[src/rtl/ram_access_unit_pkg.sv]
// Shared RAM access codes and FSM encoding for the internal data RAM stage.
package ram_access_unit_pkg;

  // RAM access codes emitted by control_unit. Codes 8..15 behave as RAM_NONE.
  typedef enum logic [3:0] {
    RAM_NONE       = 4'd0,
    RD_RAM_REG     = 4'd1,
    WR_RAM_REG     = 4'd2,
    RD_RAM_REG_IND = 4'd3,
    WR_RAM_REG_IND = 4'd4,
    RD_RAM_DIRECT  = 4'd5,
    RD_RAM_IM      = 4'd6,
    WR_RAM_DIRECT  = 4'd7
  } ram_access_e;

  typedef enum logic [2:0] {
    S_IDLE     = 3'd0,
    S_PTR_RD   = 3'd1,
    S_PTR_WAIT = 3'd2,
    S_RD       = 3'd3,
    S_RD_WAIT  = 3'd4,
    S_WR       = 3'd5,
    S_DONE     = 3'd6
  } ram_state_e;

  // Rn lives at {bank, n}; the @Ri pointer is R0 or R1 of the active bank.
  function automatic logic [4:0] reg_byte_addr(input logic [1:0] bank, input logic [2:0] rsel);
    return {bank, rsel};
  endfunction

  function automatic logic [4:0] ptr_byte_addr(input logic [1:0] bank, input logic [2:0] rsel);
    return {bank, 2'b00, rsel[0]};
  endfunction

endpackage

[src/rtl/ram_access_unit.sv]
// Operand / data-memory stage: performs one internal-RAM transaction per request
// and hands the operand byte back to the ALU path.
module ram_access_unit
  import ram_access_unit_pkg::*;
#(
  parameter int unsigned RAM_AW = 7,
  parameter int unsigned DW     = 8
) (
  input  logic              clock,
  input  logic              reset,
  input  logic              start,
  input  logic [3:0]        ram_access,
  input  logic [1:0]        bank_sel,
  input  logic [2:0]        reg_sel,
  input  logic [7:0]        direct_addr,
  input  logic [DW-1:0]     imm_data,
  input  logic [DW-1:0]     acc_in,
  input  logic [DW-1:0]     ram_rdata,
  output logic [RAM_AW-1:0] ram_addr,
  output logic              ram_rd,
  output logic              ram_wr,
  output logic [DW-1:0]     ram_wdata,
  output logic [DW-1:0]     operand,
  output logic              busy,
  output logic              done,
  output logic              addr_err
);

  ram_state_e        state_q, state_d;
  logic [RAM_AW-1:0] addr_q, addr_d;
  logic [DW-1:0]     wdata_q, wdata_d;
  logic [DW-1:0]     operand_q, operand_d;
  logic              err_q, err_d;
  logic              ind_wr_q, ind_wr_d;
  ram_access_e       code;
  logic              ptr_out_of_range;

  assign code = ram_access_e'(ram_access);

  // Pointer bytes at or above the RAM size would alias into SFR space.
  assign ptr_out_of_range = ((ram_rdata >> RAM_AW) != '0);

  // State and datapath registers; reset aborts any access in flight.
  always_ff @(posedge clock or negedge reset) begin
    if (!reset) begin
      state_q   <= S_IDLE;
      addr_q    <= '0;
      wdata_q   <= '0;
      operand_q <= '0;
      err_q     <= 1'b0;
      ind_wr_q  <= 1'b0;
    end else begin
      state_q   <= state_d;
      addr_q    <= addr_d;
      wdata_q   <= wdata_d;
      operand_q <= operand_d;
      err_q     <= err_d;
      ind_wr_q  <= ind_wr_d;
    end
  end

  // Next-state and datapath update; the address only moves on entry to a strobe state.
  always_comb begin
    state_d   = state_q;
    addr_d    = addr_q;
    wdata_d   = wdata_q;
    operand_d = operand_q;
    err_d     = err_q;
    ind_wr_d  = ind_wr_q;

    unique case (state_q)
      S_IDLE: begin
        if (start) begin
          err_d = 1'b0;
          case (code)
            RD_RAM_IM: begin
              operand_d = imm_data;
              state_d   = S_DONE;
            end
            RD_RAM_REG: begin
              addr_d  = RAM_AW'(reg_byte_addr(bank_sel, reg_sel));
              state_d = S_RD;
            end
            WR_RAM_REG: begin
              addr_d  = RAM_AW'(reg_byte_addr(bank_sel, reg_sel));
              wdata_d = acc_in;
              state_d = S_WR;
            end
            RD_RAM_DIRECT: begin
              if (direct_addr[7]) begin
                // SFR space is served elsewhere; flag and finish without a strobe.
                err_d     = 1'b1;
                operand_d = '0;
                state_d   = S_DONE;
              end else begin
                addr_d  = RAM_AW'(direct_addr);
                state_d = S_RD;
              end
            end
            WR_RAM_DIRECT: begin
              if (direct_addr[7]) begin
                err_d     = 1'b1;
                operand_d = '0;
                state_d   = S_DONE;
              end else begin
                addr_d  = RAM_AW'(direct_addr);
                wdata_d = acc_in;
                state_d = S_WR;
              end
            end
            RD_RAM_REG_IND, WR_RAM_REG_IND: begin
              addr_d   = RAM_AW'(ptr_byte_addr(bank_sel, reg_sel));
              wdata_d  = acc_in;
              ind_wr_d = (code == WR_RAM_REG_IND);
              state_d  = S_PTR_RD;
            end
            default: begin
              state_d = S_DONE;
            end
          endcase
        end
      end

      S_PTR_RD: begin
        state_d = S_PTR_WAIT;
      end

      S_PTR_WAIT: begin
        if (ptr_out_of_range) begin
          err_d     = 1'b1;
          operand_d = '0;
          state_d   = S_DONE;
        end else begin
          addr_d  = RAM_AW'(ram_rdata);
          state_d = ind_wr_q ? S_WR : S_RD;
        end
      end

      S_RD: begin
        state_d = S_RD_WAIT;
      end

      S_RD_WAIT: begin
        operand_d = ram_rdata;
        state_d   = S_DONE;
      end

      S_WR: begin
        state_d = S_DONE;
      end

      S_DONE: begin
        state_d = S_IDLE;
      end

      default: begin
        state_d = S_IDLE;
      end
    endcase
  end

  // Strobes decode straight from state so reset kills them combinationally.
  always_comb begin
    ram_rd    = (state_q == S_PTR_RD) || (state_q == S_RD);
    ram_wr    = (state_q == S_WR);
    busy      = (state_q != S_IDLE);
    done      = (state_q == S_DONE);
    ram_addr  = addr_q;
    ram_wdata = wdata_q;
    operand   = operand_q;
    addr_err  = err_q;
  end

endmodule

[config.mk]
export PLATFORM = sky130hd
export DESIGN_NAME = ram_access_unit
export DESIGN_NICKNAME = d
export VERILOG_FILES = /design/src/rtl/ram_access_unit_pkg.sv /design/src/rtl/ram_access_unit.sv
export SDC_FILE = /design/constraint.sdc
export NUM_CORES = 1
export LEC_CHECK = 0
export ABC_AREA = 1
export BUFFER_PORTS_ARGS = -buffer_cell sky130_fd_sc_hd__buf_2
export CAP_MARGIN = 30
export CELL_PAD_IN_SITES_DETAIL_PLACEMENT = 1
export CELL_PAD_IN_SITES_GLOBAL_PLACEMENT = 1
export CORE_MARGIN = 3
export CORE_UTILIZATION = 33
export CTS_CLUSTER_DIAMETER = 80
export CTS_CLUSTER_SIZE = 12
export DETAILED_ROUTE_END_ITERATION = 8
export HOLD_SLACK_MARGIN = 0.05
export PLACE_DENSITY = 0.81
export SLEW_MARGIN = 15
export SYNTH_ARGS = -nofsm -noshare
export SYNTH_HDL_FRONTEND = slang
export SYNTH_SLANG_ARGS = --single-unit
[constraint.sdc]
create_clock -name clock -period 1.9 [get_ports clock]
set_input_delay 0.19 -clock clock [delete_from_list [all_inputs] [get_ports clock]]
set_output_delay 0.19 -clock clock [all_outputs]
set_load 0.1 [all_outputs]
# ---- Word level (Yosys, flattened, before mapping)
# Cells that the tools add are included.
# Widths: inputs -> output; s select.
dict set report totals {
  elab_cells 67
  in_bits 44
  out_inout_bits 28
  ff_bits 28
}
dict set report op_classes {
  n_eq_ne 21
  reduce_logical 16
  muxes 24
}
# operator n
set ops {}
lappend ops {{$mux 8} 4}
lappend ops {{$pmux 8 s2} 2}
lappend ops {{$pmux 3 s5} 2}
lappend ops {{$pmux 8 s3} 1}
lappend ops {{$mux 7} 3}
lappend ops {{$pmux 7 s3} 1}
lappend ops {{$eq 4x3->1 const B} 4}
lappend ops {{$pmux 7 s2} 1}
lappend ops {{$mux 3} 4}
lappend ops {{$reduce_and 5->1} 2}
lappend ops {{$eq 3x3->1 const B} 3}
lappend ops {{$eq 4x2->1 const B} 2}
lappend ops {{$ne 2x2->1 const B} 4}
lappend ops {{$reduce_or 2->1} 4}
lappend ops {{$eq 3x2->1 const B} 2}
lappend ops {{$ne 3x3->1 const B} 2}
lappend ops {{$reduce_and 3->1} 2}
lappend ops {{$reduce_bool 3->1} 2}
lappend ops {{$eq 4x1->1 const B} 1}
lappend ops {{$mux 1} 4}
lappend ops {{$ne 4x3->1 const B} 1}
lappend ops {{$reduce_and 4->1} 1}
lappend ops {{$reduce_bool 2->1} 2}
lappend ops {{$eq 3x1->1 const B} 1}
lappend ops {{other kinds (6)} 6}

# ---- Depth between registers and ports, before layout
# Gate-level depths: netlist of the first run.
dict set report logic_depth {
  depth_word 5
  mapped_depth 10
  ltp_nobuf 9
}

# ---- Worst setup path after synthesis of the first run
# Ideal clock, no wire load.
dict set report synth_timing {
  kind {reg-to-output}
  from {register state_q[2]}
  to {output port ram_wr}
  arrival_ns 2.611
  required_time_ns 1.710
  path_buffers 0
  slack_ns -0.901
  path_stages_with_launch 3
  cell_sequence {dfrtp_1 -> inv_2 -> nor3_1}
}
dict set report synth_between {
  elab_chain_len 1
}
# element line_no
set synth_rtl {}
lappend synth_rtl {{from (decl)} ram_access_unit.sv:29} ;# ram_state_e state_q, state_d;
lappend synth_rtl {{from (signal assigned)} ram_access_unit.sv:53} ;# state_q <= state_d;
lappend synth_rtl {{$eq 3x3->1} ram_access_unit.sv:165} ;# ram_wr = (state_q == S_WR);
lappend synth_rtl {{to (decl)} ram_access_unit.sv:21} ;# output logic ram_wr,
# Every way passes these cells.

# ---- Final worst setup path of the first run
dict set report layout_timing {
  from {register state_q[1]}
  to {output port busy}
}
dict set report layout_between {
  elab_chain_len 1
}
# element line_no
set layout_rtl {}
lappend layout_rtl {{$reduce_bool 3->1} ram_access_unit.sv:166} ;# busy = (state_q != S_IDLE);
lappend layout_rtl {{to (decl)} ram_access_unit.sv:24} ;# output logic busy,
# Every way passes these cells.

==> metrics.cfg, run 1 <==
[run_status]
status = finished clean

[worst_setup_path]
critPathRequiredTime_ns = 1.71
critPathBufInv = 3
worst_setup_path_end_kind = output pin
worstRegToRegCells = 8
r2r-end = operand[0]
arrival_ns = 1.54
crit_slowest_cell = dfrtp_1
r2r_start = state_q[0]
path_class = register to output pin
worstPathCellList = nor2_4, inv_2, nor2_8, inv_1, buf_2
max_stage_delay_ns = 0.56
reg2reg_setup_slack_ns = 0.23
start_kind = register
crit_family = buffers and inverters
worstPathMaxFanout = 8

[yosys]
ys_ff_latch = 28
synth-edff-count = 0
synth_area_per_cell_um2 = 7.22
synthArstFlopShare_pct = 100
synth_nets = 278
synth_cell_types = 26
ys_seq_area_share_pct = 41.5
synthFlopType = dfrtp_1
yosysWarnings = 0
synth_top_area_cell = dfrtp_1
synth_area_leaders = dfrtp_1 41%, nand2_1 20%, nand3_1 6.8%
syn-instance-count = 234
synth_area_um2 = 1690
synth_top_cell_area_share_pct = 41.5

[route]
postRouteAntennaNets = 0
drt-total-wl_um = 5240
post_drt_wl_per_cell_um = 14.0
routed-via-count = 1817
drc = 0
via_per_inst = 4.85
first_iter_violations = 38
dr.pass1.iters = 4

[clocking]
cts.sinks = 28
htreeDepth = 1
cts-root-buf = clkbuf_8
cts_tree = yes
post_cts_buffers = 0
cts.path.max_buffers = 2
clock_latency_ns = 0.27
cts_made_buffers = 3
path_clk_slew_ns = 0.09

[die]
die_width_um = 77.5
die-area_um2 = 6010
core_area_um2 = 4850
io_pins = 72
initial_core_util_pct = 34.8
fp.dieH_um = 77.5
fp-row-count = 25

[finish]
area_delta_synth_final_pct = 28.9
mostFrequentLayoutCells = 92 x nand2_1, 70 x buf_2, 28 x dfrtp_1
diodes = 0
fin_cells = 375
fillers = 665
final_common_cell = nand2_1
drive_gt1_share_pct = 30.8
finalNetCount = 354

[timing]
max_freq_ghz = 0.579
setup_viol = 0
fin_setup_tns_ns = 0
rsz0062_at_grt = no
skew_ns = 0.00676
timing.final.ws_setup_ns = 0.173
hold_viol = 0
final_max_slew_viol_count = 0
tightest_slew_ns = 0.657
min_period_ns = 1.73
slew_headroom_pct = 56.2
period_share_pct = 90.9
whs_ns = 0.147

[global_routing]
antenna_found_initial = 0
grt_max_degree = 29
grt_pass1_vias = 1922
grt_pass1_wl_um = 8870
overflow = 0
grt_usage_pct = 18.0

[min_path]
hp-class = input pin to register
min_to = ram_wdata[0]
hp-start = acc_in[0]
hold-path-cell-count = 3

[placed_design]
place_hpwl_um = 4270
gp_congestion = 0.823
numPortBuffers = 71
post-place-ws_ns = 0.229
place_inst = 371

[job]
cap_violations = 0

==> cell families after synthesis <==
kind of cell           Yosys count  synth area share, %
and+or+nand+nor                148                 39.8
buffers and inverters           28                 7.41
DFF                             28                 41.5
AOI/OAI and AO/OA               30                 11.3
==> layout make-up <==
type	count	area (um^2)	area share (%)
Sequential cell	28	701	32.2
Tap cell	67	83.8	3.85
Inverter	24	90.1	4.14
Multi-Input combinational cell	178	871	40.0
Clock buffer	3	41.3	1.90
Timing Repair Buffer	75	390	17.9
==> cells in the mapped netlist, types with 3 or more instances <==
cell     instances
o22ai_1          5
dfrtp_1         28
nand3_1         23
nand2_4          3
nand2_1         92
nand4_1          3
inv_1           21
o21ai_0          9
nor2_1          18
a21oi_1          4
a31oi_1          5
inv_2            3
nor3_1           3
==> how the worst max path moves through the flow <==
stage                          start          to  slack, ns  depth (start not counted)
final                     state_q[1]        busy       0.17                          5
after global routing      state_q[0]      ram_rd       0.03                          5
after CTS                 state_q[0]      ram_rd       0.07                          5
after detailed placement  state_q[2]  operand[0]       0.23                          8
after global placement    state_q[2]  operand[3]       0.28                          8
after floorplan           state_q[0]      ram_wr      -0.05                          2
==> sequential cells by signal, summed over array words and instances, names as in the netlist <==
signal and flops:
operand 8, ind_wr_q 1, state_q 3, ram_wdata 8, ram_addr 7, addr_err 1
==> worst reg2reg max path: cells and delay by family (launching register included) <==
family | cells | cell delay (ns)
buffers and inverters | 2 | 0.35
AND/OR/NAND/NOR | 5 | 0.62
flip-flops | 1 | 0.51
AO/OA/AOI/OAI | 1 | 0.09
==> per-layer routing <==
metal | share of wire (%) | track usage (%)
met4 | 0.72 | 2.67
met3 | 7.5 | 4.87
met1 | 43 | 21.6
met5 | 0 | 0
met2 | 49 | 32.5
==> per-stage QoR <==
step           instance area (um^2)  utilization, %
5_1_grt                        2180            44.9
4_1_cts                        2170            44.9
3_3_place_gp                   2120            43.8
6_report                       2180            44.9
3_5_place_dp                   2120            43.8
2_1_floorplan                  1700               -
==> timing repair <==
item                       CTS  global route
setup endpoints to repair    0             1
hold endpoints to repair    28             0
resized for setup            0             1
hold buffers                 1             0
Power of run 1 is not shown: default switching activity piles up to over one toggle a cycle in this logic, so the estimate is an artifact.
==> inputs of run 2 (changes only) <==
- BUFFER_PORTS_ARGS: -buffer_cell sky130_fd_sc_hd__buf_2 -> unset
- CORE_UTILIZATION: 33 -> 43
- CTS_CLUSTER_DIAMETER: 80 -> unset
- DONT_BUFFER_PORTS: unset -> 1
- PLACE_DENSITY: 0.81 -> 0.79
==> run 2 against run 1 <==
Effect of this change: critical path depth grew 3; register-to-register slack about the same; clock skew decreased by 0.00073 ns; utilization up 12 points; global-route usage rose by 4.7 points; via count decreased by 9.0%; worst setup slack gained 0.051 ns; routed wire length is 4.3% lower; count of clock-buffer cells in the layout is the same; cell count fell by 15%; hold slack lost 0.092 ns; sequential share of layout area grew 1.1 points; largest cell class unchanged.
==> metrics.cfg, run 2 (synthesized netlist as in run 1, its figures left out) <==
[clocking]
post_cts_buffers = 0  ; unchanged
cts-root-buf = clkbuf_8  ; unchanged
cts_resized = 0  ; unchanged
cts.path.max_buffers = 2  ; unchanged
postCtsHoldBufs = 5  ; was 1
cts.sinks = 28  ; unchanged
cts_made_buffers = 3  ; unchanged
clock_latency_ns = 0.27  ; about the same
htreeDepth = 1  ; unchanged
cts_tree = yes  ; unchanged
path_clk_slew_ns = 0.10  ; was 0.09 ns

[worst_setup_path]
arrival_ns = 1.84  ; was 1.54 ns
critPathRequiredTime_ns = 2.06  ; was 1.71 ns
worst_setup_path_end_kind = register  ; was output pin
cpMostUsedCell = nand2_1
max_stage_delay_ns = 0.53  ; was 0.56 ns
critPathBufInv = 2  ; was 3
crit_family = simple AND/OR/NAND/NOR gates  ; was buffers and inverters
worstPathCellList = nor2_4, inv_2, nor2_8, nand4_1, nand2_1, inv_1, nand2_1, nand2_1  ; was nor2_4, inv_2, nor2_8, inv_1, buf_2
start_kind = register  ; unchanged
crit_slowest_cell = dfrtp_1  ; unchanged
worstPathMaxFanout = 8  ; unchanged
path_class = register to register  ; was register to output pin

[finish]
mostFrequentLayoutCells = 92 x nand2_1, 31 x buf_4, 28 x dfrtp_1  ; was 92 x nand2_1, 70 x buf_2, 28 x dfrtp_1
fillers = 501  ; was 665
drive_gt1_share_pct = 19.9  ; was 30.8%
diodes = 0  ; unchanged
fin_util_pct = 56.6  ; was 44.9%
seq_area_um2 = 701  ; unchanged
final_common_cell = nand2_1  ; unchanged
multiInputGateArea_um2 = 877  ; was 871 um^2
finalNetCount = 316  ; was 354
fin_area_um2 = 2100  ; was 2180 um^2
area_delta_synth_final_pct = 24.4  ; was 28.9%

[timing]
max_freq_ghz = 0.597  ; was 0.579 GHz
setup_viol = 0  ; unchanged
rsz0062_at_grt = no  ; unchanged
period_share_pct = 88.2  ; was 90.9%
final_max_slew_viol_count = 0  ; unchanged
slew_headroom_pct = 65.2  ; was 56.2%
whs_ns = 0.0547  ; was 0.147 ns
tightest_slew_ns = 0.520  ; was 0.657 ns
hold_viol = 0  ; unchanged
min_period_ns = 1.68  ; was 1.73 ns
skew_ns = 0.00603  ; was 0.00676 ns

[global_routing]
antenna_found_initial = 0  ; unchanged
overflow = 0  ; unchanged
grt_usage_pct = 22.6  ; was 18.0%
grt_max_degree = 29  ; unchanged
grt_pass1_vias = 1689  ; was 1922
grt_pass1_wl_um = 7940  ; was 8870 um

[placed_design]
numPortBuffers = 0  ; was 71
gp_congestion = 0.907  ; was 0.823
placed_area_um2 = 1960  ; was 2120 um^2
place_hpwl_um = 3790  ; was 4270 um

[die]
initial_core_util_pct = 45.5  ; was 34.8%
die-area_um2 = 4720  ; was 6010 um^2
die_width_um = 68.7  ; was 77.5 um
io_pins = 72  ; unchanged
core_area_um2 = 3720  ; was 4850 um^2
fp.dieH_um = 68.7  ; was 77.5 um
fp-row-count = 22  ; was 25

[route]
postRouteAntennaNets = 0  ; unchanged
drt-total-wl_um = 5020  ; was 5240 um
via_per_inst = 5.18  ; was 4.85
post_drt_wl_per_cell_um = 15.7  ; was 14.0 um
drc = 0  ; unchanged
first_iter_violations = 65  ; was 38
routed-via-count = 1653  ; was 1817
dr.pass1.iters = 4  ; unchanged

[run_status]
status = finished clean  ; unchanged

[job]
cap_violations = 0  ; unchanged

[min_path]
hp-class = input pin to register  ; unchanged

-- run 2: changes by cell type in the layout (fill, tap and decap cells not counted), sizes merged --
cell,delta
bufinv,+1
buf,-41
clkbuf,-1
dlygate4sd3,+4
-- run 2: area by class of cell --
class	instances	share of cell area [%]
clock buffers	3	1.96
clock inverters	1	1.43
inverters	24	4.29
multi-input cells	178	41.7
flip-flops and latches	28	33.3
well taps	48	2.86
repair buffers	37	14.4
-- run 2: routing by layer --
metal  GRT usage, %  up-vias  wire length [um]
met1           27.7      767              2050
met4           6.95        0                85
met3           4.86        6               336
met5              0        -                 0
met2           39.5       48              2550
li1               -      832                 -
-- run 2: metrics by stage --
| stage | setup WS [ns] | setup TNS [ns] | cells |
|---|---|---|---|
| floorplan | -0.0488 | -0.0488 | 234 |
| global placement | 0.296 | 0 | 309 |
| detailed placement | 0.260 | 0 | 309 |
| CTS | 0.193 | 0 | 318 |
| global route | 0.0179 | 0 | 319 |
| finish | 0.224 | 0 | 319 |
-- run 2: final timing paths --
path	start	to	slack (ns)	cells after the start
min in group asynchronous	reset	operand[7]	0.34	2
max in group asynchronous	reset	ram_addr[6]	1.40	2
min reg2reg	operand[7]	operand[7]	0.48	2
min	acc_in[1]	ram_wdata[1]	0.05	2
max reg2reg	state_q[1]	ram_addr[3]	0.22	8
max	state_q[1]	ram_addr[3]	0.22	8
Power of run 2 is left out for the same reason.
==> inputs of run 3 (changes only) <==
- clock period: 1.9 -> 1.55 ns (I/O delays scaled with it)
==> run 3 against run 2 <==
Effect of this change: register-to-register slack got worse by 0.13 ns; via count rose by 4.3%; sequential cell count unchanged; first-iteration DRC count shrank 18%; die area is the same; design area increased by 8.2%; largest cell class unchanged.
==> metrics.cfg, run 3 (synthesized netlist as in run 1, its figures left out) <==
[global_routing]
grt_pass1_wl_um = 8400  ; was 7940 um
grt_max_degree = 29  ; unchanged
top_usage_layer = met2  ; unchanged
antenna_found_initial = 0  ; unchanged
grt_use_met2_pct = 43.7  ; was 39.5%
grt_pass1_vias = 1759  ; was 1689
grt_usage_pct = 24.1  ; was 22.6%
gr-usage-met3_pct = 5.19  ; was 4.86%
overflow = 0  ; unchanged
grt_util_met1_pct = 29.1  ; was 27.7%

[worst_setup_path]
r2r-end = operand[1]  ; was ram_addr[3]
reg2reg_setup_slack_ns = 0.09  ; was 0.22 ns
max_stage_delay_ns = 0.45  ; was 0.53 ns
crit_slowest_cell = dfrtp_2  ; was dfrtp_1
path_class = register to output pin  ; was register to register
start_kind = register  ; unchanged
crit_family = flip-flops  ; was simple AND/OR/NAND/NOR gates
arrival_ns = 1.35  ; was 1.84 ns
r2r_start = state_q[0]  ; was state_q[1]
worstPathMaxFanout = 3  ; was 8
worstRegToRegCells = 7  ; was 8
cp-startpoint = state_q[1]  ; unchanged
worstPathCellList = buf_4, nor2_4, nand2_1, nand2_2, buf_12  ; was nor2_4, inv_2, nor2_8, nand4_1, nand2_1, inv_1, nand2_1, nand2_1
critPathBufInv = 2  ; unchanged
worst_setup_path_end_kind = output pin  ; was register
critPathRequiredTime_ns = 1.39  ; was 2.06 ns

[clocking]
clock_latency_ns = 0.28  ; was 0.27 ns
cts_made_buffers = 3  ; unchanged
htreeDepth = 1  ; unchanged
cts.path.max_buffers = 2  ; unchanged
cts-root-buf = clkbuf_8  ; unchanged
cts_tree = yes  ; unchanged
cts.sinks = 28  ; unchanged
path_clk_slew_ns = 0.11  ; was 0.10 ns

[finish]
diodes = 0  ; unchanged
area_delta_synth_final_pct = 34.6  ; was 24.4%
drive_gt1_share_pct = 24.1  ; was 19.9%
fin_cells = 330  ; was 319
finalNetCount = 327  ; was 316
final_common_cell = nand2_1  ; unchanged
mostFrequentLayoutCells = 89 x nand2_1, 31 x buf_4, 25 x dfrtp_1  ; was 92 x nand2_1, 31 x buf_4, 28 x dfrtp_1

[route]
dr.pass1.iters = 4  ; unchanged
via_per_inst = 5.22  ; was 5.18
drt-total-wl_um = 5300  ; was 5020 um
first_iter_violations = 53  ; was 65
drc = 0  ; unchanged
postRouteAntennaNets = 0  ; unchanged
post_drt_wl_per_cell_um = 16.1  ; was 15.7 um
routed-via-count = 1724  ; was 1653

[timing]
timing.final.ws_setup_ns = 0.0411  ; was 0.224 ns
period_share_pct = 97.4
setup_viol = 0  ; unchanged
rsz0062_at_grt = yes  ; was no
min_period_ns = 1.51
skew_ns = 0.00584  ; was 0.00603 ns
hold_viol = 0  ; unchanged
slew_headroom_pct = 62.9  ; was 65.2%
tightest_slew_ns = 0.555  ; was 0.520 ns
whs_ns = 0.0867  ; was 0.0547 ns
max_freq_ghz = 0.663
final_max_slew_viol_count = 0  ; unchanged

[placed_design]
place_hpwl_um = 3870  ; was 3790 um
gp_congestion = 0.864  ; was 0.907
numPortBuffers = 0  ; unchanged
place_inst = 313  ; was 309
post-place-ws_ns = 0.0811  ; was 0.260 ns

[min_path]
hold-path-cell-count = 2  ; unchanged
min_to = ram_addr[6]  ; was ram_wdata[1]
hp-class = input pin to register  ; unchanged
hp-start = direct_addr[6]  ; was acc_in[1]

[die]
fp-row-count = 22  ; unchanged
core_area_um2 = 3720  ; unchanged
initial_core_util_pct = 45.5  ; unchanged
die-area_um2 = 4720  ; unchanged
fp.dieH_um = 68.7  ; unchanged
io_pins = 72  ; unchanged
die_width_um = 68.7  ; unchanged

[run_status]
status = finished clean  ; unchanged

[job]
cap_violations = 0  ; unchanged

run 3: per-stage QoR:
stage | utilization [%] | area, um^2 | TNS [ns]
6_report | 61.2 | 2270 | 0
5_1_grt | 61.2 | 2270 | -0.0436
4_1_cts | 60.2 | 2240 | 0
3_5_place_dp | 54.9 | 2040 | 0
3_3_place_gp | 54.9 | 2040 | 0
2_1_floorplan | - | 1700 | -0.364
run 3: final cells by class:
| type | instances | area [um^2] |
|---|---|---|
| repair buffers | 48 | 455 |
| clock buffers | 3 | 41.3 |
| flip-flops and latches | 28 | 704 |
| multi-input cells | 178 | 892 |
| inverters | 24 | 90.1 |
| well taps | 48 | 60.1 |
| clock inverters | 1 | 30.0 |
| fillers | 468 | 1440 |
run 3: per-layer routing:
layer  vias up  wire length (um)
li1        850                 -
met1       828              2230
met2        41              2750
met3         5               278
met4         0                37
met5         -                 0
run 3: what timing repair did:
action,4_1_cts,5_1_grt
hold buffers,11,0
buffers inserted,0,2
setup endpoints to repair,1,26
resized for setup,3,8
hold endpoints to repair,37,0
gates cloned,0,0
pin swaps,0,0
run 3: how the worst max path moves through the flow:
stage	end	slack, ns	cells past startpoint
after global placement	operand[1]	0.14	9
after floorplan	ram_wr	-0.36	2
final	ram_rd	0.04	5
after CTS	ram_rd	0.02	5
after detailed placement	operand[1]	0.08	9
after global routing	ram_rd	-0.02	5
Power of run 3 is left out for the same reason.
